### src/rtl/real_conv_pkg.sv
// rtl/real_conv_pkg.sv - shared types and constants for the integer to FP32 converter
// Holds the FP32 field widths and bias, the packed FP32 word layout and the
// converter FSM state encoding. Imported by int_to_real_conv and real_round_unit.
package real_conv_pkg;

  localparam int FP32_BIAS  = 127;
  localparam int FP32_EXP_W = 8;
  localparam int FP32_MAN_W = 23;

  typedef struct packed {
    logic                  sign;
    logic [FP32_EXP_W-1:0] exp;
    logic [FP32_MAN_W-1:0] frac;
  } fp32_t;

  typedef enum logic [2:0] {
    IDLE,
    ABS,
    NORM,
    PACK,
    DONE
  } conv_state_t;

endpackage

### src/rtl/real_round_unit.sv
// rtl/real_round_unit.sv - combinational fraction rounding for FP32 packing
// Optional feature macro: ROUND_NEAREST_EN (round to nearest, ties to even).
// Without it the fraction is truncated toward zero.
// Ports:
//   frac_in   in   23  fraction taken from the normalised magnitude
//   guard     in   1   first bit below the fraction
//   sticky    in   1   OR of all bits below the guard bit
//   exp_in    in   8   biased exponent before rounding
//   frac_out  out  23  rounded fraction
//   exp_out   out  8   exponent after any rounding carry
import real_conv_pkg::*;

module real_round_unit (
  input  logic [FP32_MAN_W-1:0] frac_in,
  input  logic                  guard,
  input  logic                  sticky,
  input  logic [FP32_EXP_W-1:0] exp_in,
  output logic [FP32_MAN_W-1:0] frac_out,
  output logic [FP32_EXP_W-1:0] exp_out
);

`ifdef ROUND_NEAREST_EN
  logic                round_up;
  logic [FP32_MAN_W:0] frac_sum;

  // Ties go to the even fraction: a bare half rounds up only when frac is odd.
  assign round_up = guard & (sticky | frac_in[0]);
  assign frac_sum = {1'b0, frac_in} + {{FP32_MAN_W{1'b0}}, round_up};

  always_comb begin
    frac_out = frac_sum[FP32_MAN_W-1:0];
    exp_out  = exp_in;
    // All-ones fraction rolled over: the value reached the next power of two.
    if (frac_sum[FP32_MAN_W]) begin
      frac_out = '0;
      exp_out  = exp_in + FP32_EXP_W'(1);
    end
  end
`else
  logic round_bits_unused;

  assign round_bits_unused = guard | sticky;
  assign frac_out          = frac_in;
  assign exp_out           = exp_in;
`endif

endmodule

### src/rtl/int_to_real_conv.sv
// rtl/int_to_real_conv.sv - multi-cycle signed integer to IEEE-754 single converter
// Optional feature macro: ROUND_NEAREST_EN (selects round-to-nearest-even in
// real_round_unit; default build truncates toward zero).
// One conversion in flight. Sequence IDLE -> ABS -> NORM -> PACK -> DONE, with
// NORM shifting the magnitude left one bit per cycle until its msb is set.
// Ports:
//   clk        in   1       rising-edge clock
//   rst_n      in   1       synchronous reset, active-low
//   in_valid   in   1       in_data is valid
//   in_ready   out  1       converter can accept an input (IDLE only)
//   in_data    in   INT_W   signed integer operand
//   out_valid  out  1       out_data holds a completed result
//   out_ready  in   1       consumer accepts out_data
//   out_data   out  32      {sign, exp[7:0], frac[22:0]}
import real_conv_pkg::*;

module int_to_real_conv #(
  parameter int INT_W = 32,
  parameter int EXP_W = 8,
  parameter int MAN_W = 23
) (
  input  logic                   clk,
  input  logic                   rst_n,
  input  logic                   in_valid,
  output logic                   in_ready,
  input  logic [INT_W-1:0]       in_data,
  output logic                   out_valid,
  input  logic                   out_ready,
  output logic [EXP_W+MAN_W:0]   out_data
);

  // Bits below the hidden one, widened with zero padding so that a guard bit
  // and at least one sticky bit always exist even for narrow integers.
  localparam int FW = INT_W - 1;
  localparam int EW = (FW < MAN_W + 2) ? (MAN_W + 2) : FW;

  conv_state_t        state, state_nxt;
  logic [INT_W-1:0]   mag;
  logic               sign_q;
  logic [EXP_W-1:0]   exp_q;

  logic [EW-1:0]      ext;
  logic [MAN_W-1:0]   pack_frac;
  logic               pack_guard;
  logic               pack_sticky;
  logic [MAN_W-1:0]   rnd_frac;
  logic [EXP_W-1:0]   rnd_exp;
  fp32_t              res;

  assign in_ready = (state == IDLE);

  always_ff @(posedge clk) begin
    if (!rst_n) begin
      state <= IDLE;
    end else begin
      state <= state_nxt;
    end
  end

  always_comb begin
    state_nxt = state;
    case (state)
      IDLE: if (in_valid) state_nxt = ABS;
      ABS:  state_nxt = (mag == '0) ? DONE : NORM;
      NORM: if (mag[INT_W-1]) state_nxt = PACK;
      PACK: state_nxt = DONE;
      DONE: if (out_valid && out_ready) state_nxt = IDLE;
      default: state_nxt = IDLE;
    endcase
  end

  assign ext         = EW'(mag[FW-1:0]) << (EW - FW);
  assign pack_frac   = ext[EW-1 -: MAN_W];
  assign pack_guard  = ext[EW-MAN_W-1];
  assign pack_sticky = |ext[EW-MAN_W-2:0];

  real_round_unit u_round (
    .frac_in  (pack_frac),
    .guard    (pack_guard),
    .sticky   (pack_sticky),
    .exp_in   (exp_q),
    .frac_out (rnd_frac),
    .exp_out  (rnd_exp)
  );

  assign res = '{sign: sign_q, exp: rnd_exp, frac: rnd_frac};

  always_ff @(posedge clk) begin
    if (!rst_n) begin
      out_valid <= 1'b0;
      out_data  <= '0;
      mag       <= '0;
      sign_q    <= 1'b0;
      exp_q     <= '0;
    end else begin
      case (state)
        IDLE: begin
          if (in_valid) begin
            mag    <= in_data;
            sign_q <= in_data[INT_W-1];
          end
        end
        ABS: begin
          // Unsigned view makes the most negative input its own magnitude 2^(INT_W-1).
          if (sign_q) mag <= -mag;
          exp_q <= EXP_W'(FP32_BIAS + INT_W - 1);
          if (mag == '0) out_data <= '0;
        end
        NORM: begin
          if (!mag[INT_W-1]) begin
            mag   <= mag << 1;
            exp_q <= exp_q - EXP_W'(1);
          end
        end
        PACK: begin
          out_data <= res;
        end
        DONE: begin
          // Result word is already in place; raise valid one cycle after entry.
          if (!out_valid) begin
            out_valid <= 1'b1;
          end else if (out_ready) begin
            out_valid <= 1'b0;
          end
        end
        default: ;
      endcase
    end
  end

endmodule

### config.mk
export PLATFORM = sky130hd
export DESIGN_NAME = int_to_real_conv
export DESIGN_NICKNAME = d
export VERILOG_FILES = /design/src/rtl/real_conv_pkg.sv /design/src/rtl/real_round_unit.sv /design/src/rtl/int_to_real_conv.sv
export SDC_FILE = /design/constraint.sdc
export NUM_CORES = 1
export LEC_CHECK = 0
export CORE_MARGIN = 1
export CORE_UTILIZATION = 40
export CTS_CLUSTER_DIAMETER = 200
export DETAILED_ROUTE_END_ITERATION = 6
export PLACE_DENSITY = 0.61
export SYNTH_ARGS = -nofsm -noshare
export SYNTH_HDL_FRONTEND = slang
export SYNTH_HIERARCHICAL = 1
export SYNTH_SLANG_ARGS = --single-unit
### constraint.sdc
create_clock -name clk -period 2.55 [get_ports clk]
set_input_delay 0.3825 -clock clk [delete_from_list [all_inputs] [get_ports clk]]
set_output_delay 0.3825 -clock clk [all_outputs]
set_load 0.02 [all_outputs]
==> impl_metrics.py, run 1 <==
metrics = {
    "status": {
        "outcome": "finished, final reports clean",
    },
    "drt": {
        "viasPerCell": 6.02,
        "drc_errors": 0,
        "postRouteAntennaNets": 0,
        "detail_route.wl_per_cell_um": 17.9,
        "drt-pass1-iter-count": 5,
        "vias": 4192,
        "drt_iter0_markers": 451,
        "wl_mm": 12.5,
    },
    "cells_and_area": {
        "finalInstanceArea_mm2": 0.00526,
        "fin_nets": 595,
        "syn2layout_area_growth_pct": 22.2,
        "drive_gt1_frac": 0.130,
        "diodes": 0,
        "fin_cells": 696,
    },
    "global_route": {
        "grt_pass1_wl_mm": 20.0,
        "grt_pass1_vias": 3764,
        "overflow": 0,
        "track_usage": 0.226,
        "grt_max_degree": 39,
        "grt_antenna_before_repair": 0,
    },
    "floorplanning": {
        "core_area_mm2": 0.0104,
        "io_pins": 70,
        "die_x_um": 106,
        "initial_core_util": 0.415,
        "dieHeight_um": 106,
        "die_area_mm2": 0.0112,
        "rows": 37,
    },
    "clock_network": {
        "clkSinkCount": 77,
        "cts_root_buffer": "clkbuf_8",
        "cts_buffers": 9,
        "ctsResizeCount": 0,
        "clock_latency_ps": 350,
        "htreeDepth": 3,
        "cts_setup_buffers": 0,
        "cts_tree": "done",
        "cts_hold_buffers": 0,
        "cts_max_path_buffers": 2,
        "clk_pin_slew_worst_paths_ps": 90,
    },
    "sta": {
        "hold-worst-slack_ps": 477,
        "hold_viol": 0,
        "skew_ps": 9.28,
        "max_clock_freq_mhz": 406,
        "max-slew-margin-rel": 0.364,
        "period_needed_ps": 2470,
        "finalCritPeriodShare": 0.967,
        "rsz0062_at_grt": "false",
        "tightestPinTransition_ps": 954,
        "slew_viol_final": 0,
        "fin_tns_setup_ps": 0,
        "setup_viol": 0,
    },
    "synth": {
        "syn_inst": 508,
        "syn_area_mm2": 0.00431,
        "post_synth_fa_ha_maj_area_fraction": 0.00872,
        "synth_xor_area_frac": 0.0122,
        "yosys-top-cells-count": "dfxtp_1 (77), nor2_1 (41), a22o_1 (39)",
        "synth_area_per_cell_um2": 8.48,
        "synthFlopType": "dfxtp_1",
        "ys_warn_count": 6,
        "synth_mux_area_frac": 0.00465,
        "synth_top_area_frac": 0.358,
        "yosys-top-cells-area": "dfxtp_1 (36%), a22o_1 (7.9%), buf_4 (5.4%), o21ai_0 (3.7%), nor2_1 (3.6%)",
        "yosysMostFrequentCell": "dfxtp_1",
        "yosys.area_share.simple": 0.194,
        "ys_seq_area_frac": 0.358,
        "syn_nets": 547,
        "synth_edf_count": 0,
        "postSynth.asyncResetShare": 0,
        "synth_largest_area_cell": "dfxtp_1",
        "synth-compound-area-share": 0.314,
        "synth_seq_cells": 77,
        "yosysUniqueCellTypes": 59,
        "synth_top_family_by_area": "compound AO/OA/AOI/OAI gates",
    },
    "critical_path": {
        "cp_slowest_cell": "or4_4",
        "crit_type": "reg2reg",
        "start_kind": "flop",
        "critical_path_peak_fanout": 22,
        "path_buf_inv": 1,
        "critical-path-top-delay-family": "simple AND/OR/NAND/NOR gates",
        "cp_common_cell": "or4_4",
        "cp-end-kind": "flop",
        "critPathMaxStageDelay_ps": 570,
        "cp_cell_sequence": "or4_4 > or4_4 > nor4_4 > a31oi_4 > buf_4 > a22o_1",
        "crit_arrival_ps": 2720,
        "worstPathRequired_ps": 2800,
    },
    "placement": {
        "port_buffers": 69,
        "place_area_mm2": 0.00506,
        "dp_cells": 681,
        "dp_hpwl_mm": 8.80,
        "gp_congestion": 0.887,
    },
    "pwr": {
        "leakagePower_nw": 1.96,
        "p_per_area_mw_per_mm2": 765,
        "power.total_mw": 4.02,
        "vdd_drop_max_uv": 340,
    },
    "flow_run": {
        "cap_viol_max_count": 0,
    },
    "min_path": {
        "hp-class": "reg2reg",
    },
}
==> worst reg2reg max path, delay by kind of cell, from the launching register on <==
kind / cells / cell delay (ps)
buffers and inverters: 1 / 240
AND/OR/NAND/NOR: 3 / 1460
flip-flops: 1 / 320
AO/OA/AOI/OAI: 2 / 350
==> power breakdown <==
| group | switching [mW] | internal (mW) |
|---|---|---|
| sequential | 0.189 | 1.33 |
| combinational | 0.876 | 0.671 |
| clock | 0.478 | 0.478 |
==> cell families (layout without fill, tap and decap cells) <==
kind of cell / Yosys count / count (layout)
buffers and inverters: 81 / 133
and+or+nand+nor: 155 / 155
DFF: 77 / 77
AOI/OAI and AO/OA: 184 / 184
xor gates and xnor gates: 6 / 6
muxes: 2 / 2
adders and majority gates: 3 / 3
==> placed cells by master (no fill, tap or decap), types with 7 or more instances in the layout <==
master,count
a211oi_1,9
a21oi_1,25
a222oi_1,7
a22o_1,39
a22oi_1,11
a31oi_1,9
buf_4,37
clkbuf_8,10
clkdlybuf4s50_1,69
dfxtp_1,77
inv_1,10
nand2_1,30
nand3_1,11
nor2_1,40
nor3_1,17
nor4_1,11
o21ai_0,32
o31ai_1,7
or3_1,7
==> area by class of cell <==
class | count | area [µm²]
Sequential cell | 77 | 1540
Inverter | 10 | 37.5
Fill cell | 1009 | 5110
Clock inverter | 5 | 60.1
Timing Repair Buffer | 108 | 1010
Clock buffer | 10 | 138
Multi-Input combinational cell | 350 | 2300
Tap cell | 136 | 170
==> per-layer routing <==
layer / wire (µm) / GRT usage / vias up / share of wire
li1: - / - / 2004 / -
met3: 821 / 0.0359 / 14 / 0.066
met4: 170 / 0.0645 / 0 / 0.014
met5: 0 / 0 / - / 0
met2: 5660 / 0.349 / 172 / 0.45
met1: 5810 / 0.325 / 2002 / 0.47
==> worst paths after layout <==
check | startpoint | endpoint | slack [ps] | depth (start not counted)
hold / removal | out_data[2] | out_data[2] | 480 | 1
setup reg to reg | mag[24] | out_data[20] | 80 | 6
setup / recovery | mag[24] | out_data[20] | 80 | 6
hold reg to reg | out_data[2] | out_data[2] | 480 | 1
==> sequential cells by signal (all words and copies together), names as in the netlist <==
| name | count |
|---|---|
| state | 3 |
| sign_q | 1 |
| out_valid | 1 |
| exp_q | 8 |
| mag | 32 |
| out_data | 32 |
==> through the flow <==
step | utilization | worst slack (ps)
4_1_cts | 0.507 | 97.1
2_1_floorplan | - | 210
6_report | 0.507 | 84.4
3_3_place_gp | 0.488 | 145
3_5_place_dp | 0.488 | 101
5_1_grt | 0.507 | 28.1
(Power assumes the default switching activity.)
==> inputs of run 2 (changes only) <==
Settings changed: CELL_PAD_IN_SITES_DETAIL_PLACEMENT set to 0, CELL_PAD_IN_SITES_GLOBAL_PLACEMENT set to 2, CORE_MARGIN 1 to 5, CORE_UTILIZATION 40 to 32, PLACE_DENSITY 0.61 to 0.78.
Clock period 2.55 ns to 2.5 ns, I/O delays scaled along.
==> impl_metrics.py, run 2 (same netlist as run 1, synthesis figures left out) <==
metrics = {
    "cells_and_area": {
        "fin_nets": 607,
        "final_core_util": 0.414,
        "syn2layout_area_growth_pct": 27.3,
        "nFillCells": 1378,
        "diodes": 0,
        "final_cell_mix": "dfxtp_1 (77), clkdlybuf4s50_1 (69), buf_4 (48)",
        "reg_top3": "mag: 32 flops, out_data: 32 flops, exp_q: 8 flops",
        "final_common_cell": "dfxtp_1",
        "drive_gt1_frac": 0.148,
    },
    "min_path": {
        "holdPathEnd": "out_data[0]",
        "hold_start": "out_data[0]",
        "holdPathStages": 1,
        "hp-class": "reg2reg",
    },
    "drt": {
        "wl_mm": 14.1,
        "drt_iter0_markers": 453,
        "vias": 4200,
        "viasPerCell": 5.61,
        "postRouteAntennaNets": 0,
        "drt-pass1-iter-count": 5,
        "drc_errors": 0,
        "detail_route.wl_per_cell_um": 18.8,
    },
    "critical_path": {
        "critical_path_peak_fanout": 11,
        "cp_common_cell": "or4_4",
        "cp_slowest_cell": "or4_4",
        "r2r_slack_ps": 100,
        "r2r_end": "mag[27]",
        "worstPathRequired_ps": 2720,
        "r2r-start": "mag[4]",
        "path_buf_inv": 0,
        "start_kind": "flop",
        "critPathMaxStageDelay_ps": 660,
        "cp-end-kind": "flop",
        "ff2ff_path_depth": 5,
        "critical-path-top-delay-family": "simple AND/OR/NAND/NOR gates",
        "crit_arrival_ps": 2620,
        "cp_cell_sequence": "or4_4 > or4_4 > or2_4 > a222oi_1 > o22ai_1",
        "crit_type": "reg2reg",
    },
    "floorplanning": {
        "die_x_um": 126,
        "rows": 42,
        "core_area_mm2": 0.0132,
        "io_pins": 70,
        "dieHeight_um": 126,
        "initial_core_util": 0.325,
        "die_area_mm2": 0.0159,
    },
    "sta": {
        "period_needed_ps": 2400,
        "setup_viol": 0,
        "tightestPinTransition_ps": 610,
        "hold-worst-slack_ps": 471,
        "max-slew-margin-rel": 0.590,
        "fin_ws_ps": 99.9,
        "max_clock_freq_mhz": 417,
        "slew_viol_final": 0,
        "fin_tns_setup_ps": 0,
        "hold_viol": 0,
        "finalCritPeriodShare": 0.960,
        "skew_ps": 8.13,
        "rsz0062_at_grt": "false",
    },
    "clock_network": {
        "cts_tree": "done",
        "cts_max_path_buffers": 2,
        "cts_buffers": 9,
        "ctsResizeCount": 0,
        "htreeDepth": 3,
        "cts_hold_buffers": 0,
        "cts_root_buffer": "clkbuf_16",
        "clock_latency_ps": 350,
        "clkSinkCount": 77,
        "cts_setup_buffers": 0,
        "clk_pin_slew_worst_paths_ps": 60,
    },
    "global_route": {
        "grt_max_degree": 29,
        "track_usage": 0.178,
        "overflow": 0,
        "grt_pass1_vias": 4096,
        "grt_pass1_wl_mm": 22.6,
        "grt_antenna_before_repair": 0,
    },
    "pwr": {
        "p_per_area_mw_per_mm2": 810,
        "vdd_drop_max_uv": 257,
        "leakagePower_nw": 2.06,
    },
    "placement": {
        "port_buffers": 69,
        "gp_congestion": 0.893,
        "dp_slack_ps": 103,
        "dp_hpwl_mm": 10.0,
    },
    "status": {
        "outcome": "finished, final reports clean",
    },
    "flow_run": {
        "cap_viol_max_count": 0,
    },
}
==> run 2: worst register-to-register path: cells and delay by family, from the launching register on <==
kind            cells  cell delay [ps]
compound gates      2              400
simple gates        3             1500
flops               1              370
==> run 2: power breakdown <==
group,internal (mW),switching (mW),total [mW]
registers,1.36,0.161,1.52
clock network,0.665,0.524,1.19
logic,0.746,0.979,1.73
==> run 2: metrics by stage <==
step	instances	total power, mW	instance area [µm²]
floorplan	508	2.69	4310
global placement	733	3.24	5220
detailed placement	733	3.25	5220
CTS	749	4.47	5480
global route	749	4.70	5480
finish	749	4.44	5480
==> run 2: cell type report <==
cell class / instances / area, µm² / share of cell area
clock buffer: 11 / 233 / 0.0425
inverter: 10 / 37.5 / 0.00685
timing repair buffer: 120 / 1110 / 0.203
tap: 176 / 220 / 0.0402
multi-input combinational: 350 / 2310 / 0.421
sequential: 77 / 1540 / 0.281
clock inverter: 5 / 27.5 / 0.00502
==> run 2: worst max path at each step <==
stage	endpoint	start	cells past startpoint
floorplan	mag[27]	mag[3]	7
global placement	mag[28]	in_valid	7
detailed placement	mag[28]	in_valid	7
CTS	mag[27]	mag[4]	5
global route	mag[27]	mag[4]	5
finish	mag[27]	mag[4]	5
==> run 2: layer usage <==
metal | global-route usage | vias to the layer above | wire length, µm
met1 | 0.246 | 2039 | 6740
met2 | 0.276 | 116 | 6430
met4 | 0.0562 | 0 | 222
met5 | 0 | - | 0
li1 | - | 2033 | -
met3 | 0.0385 | 12 | 678
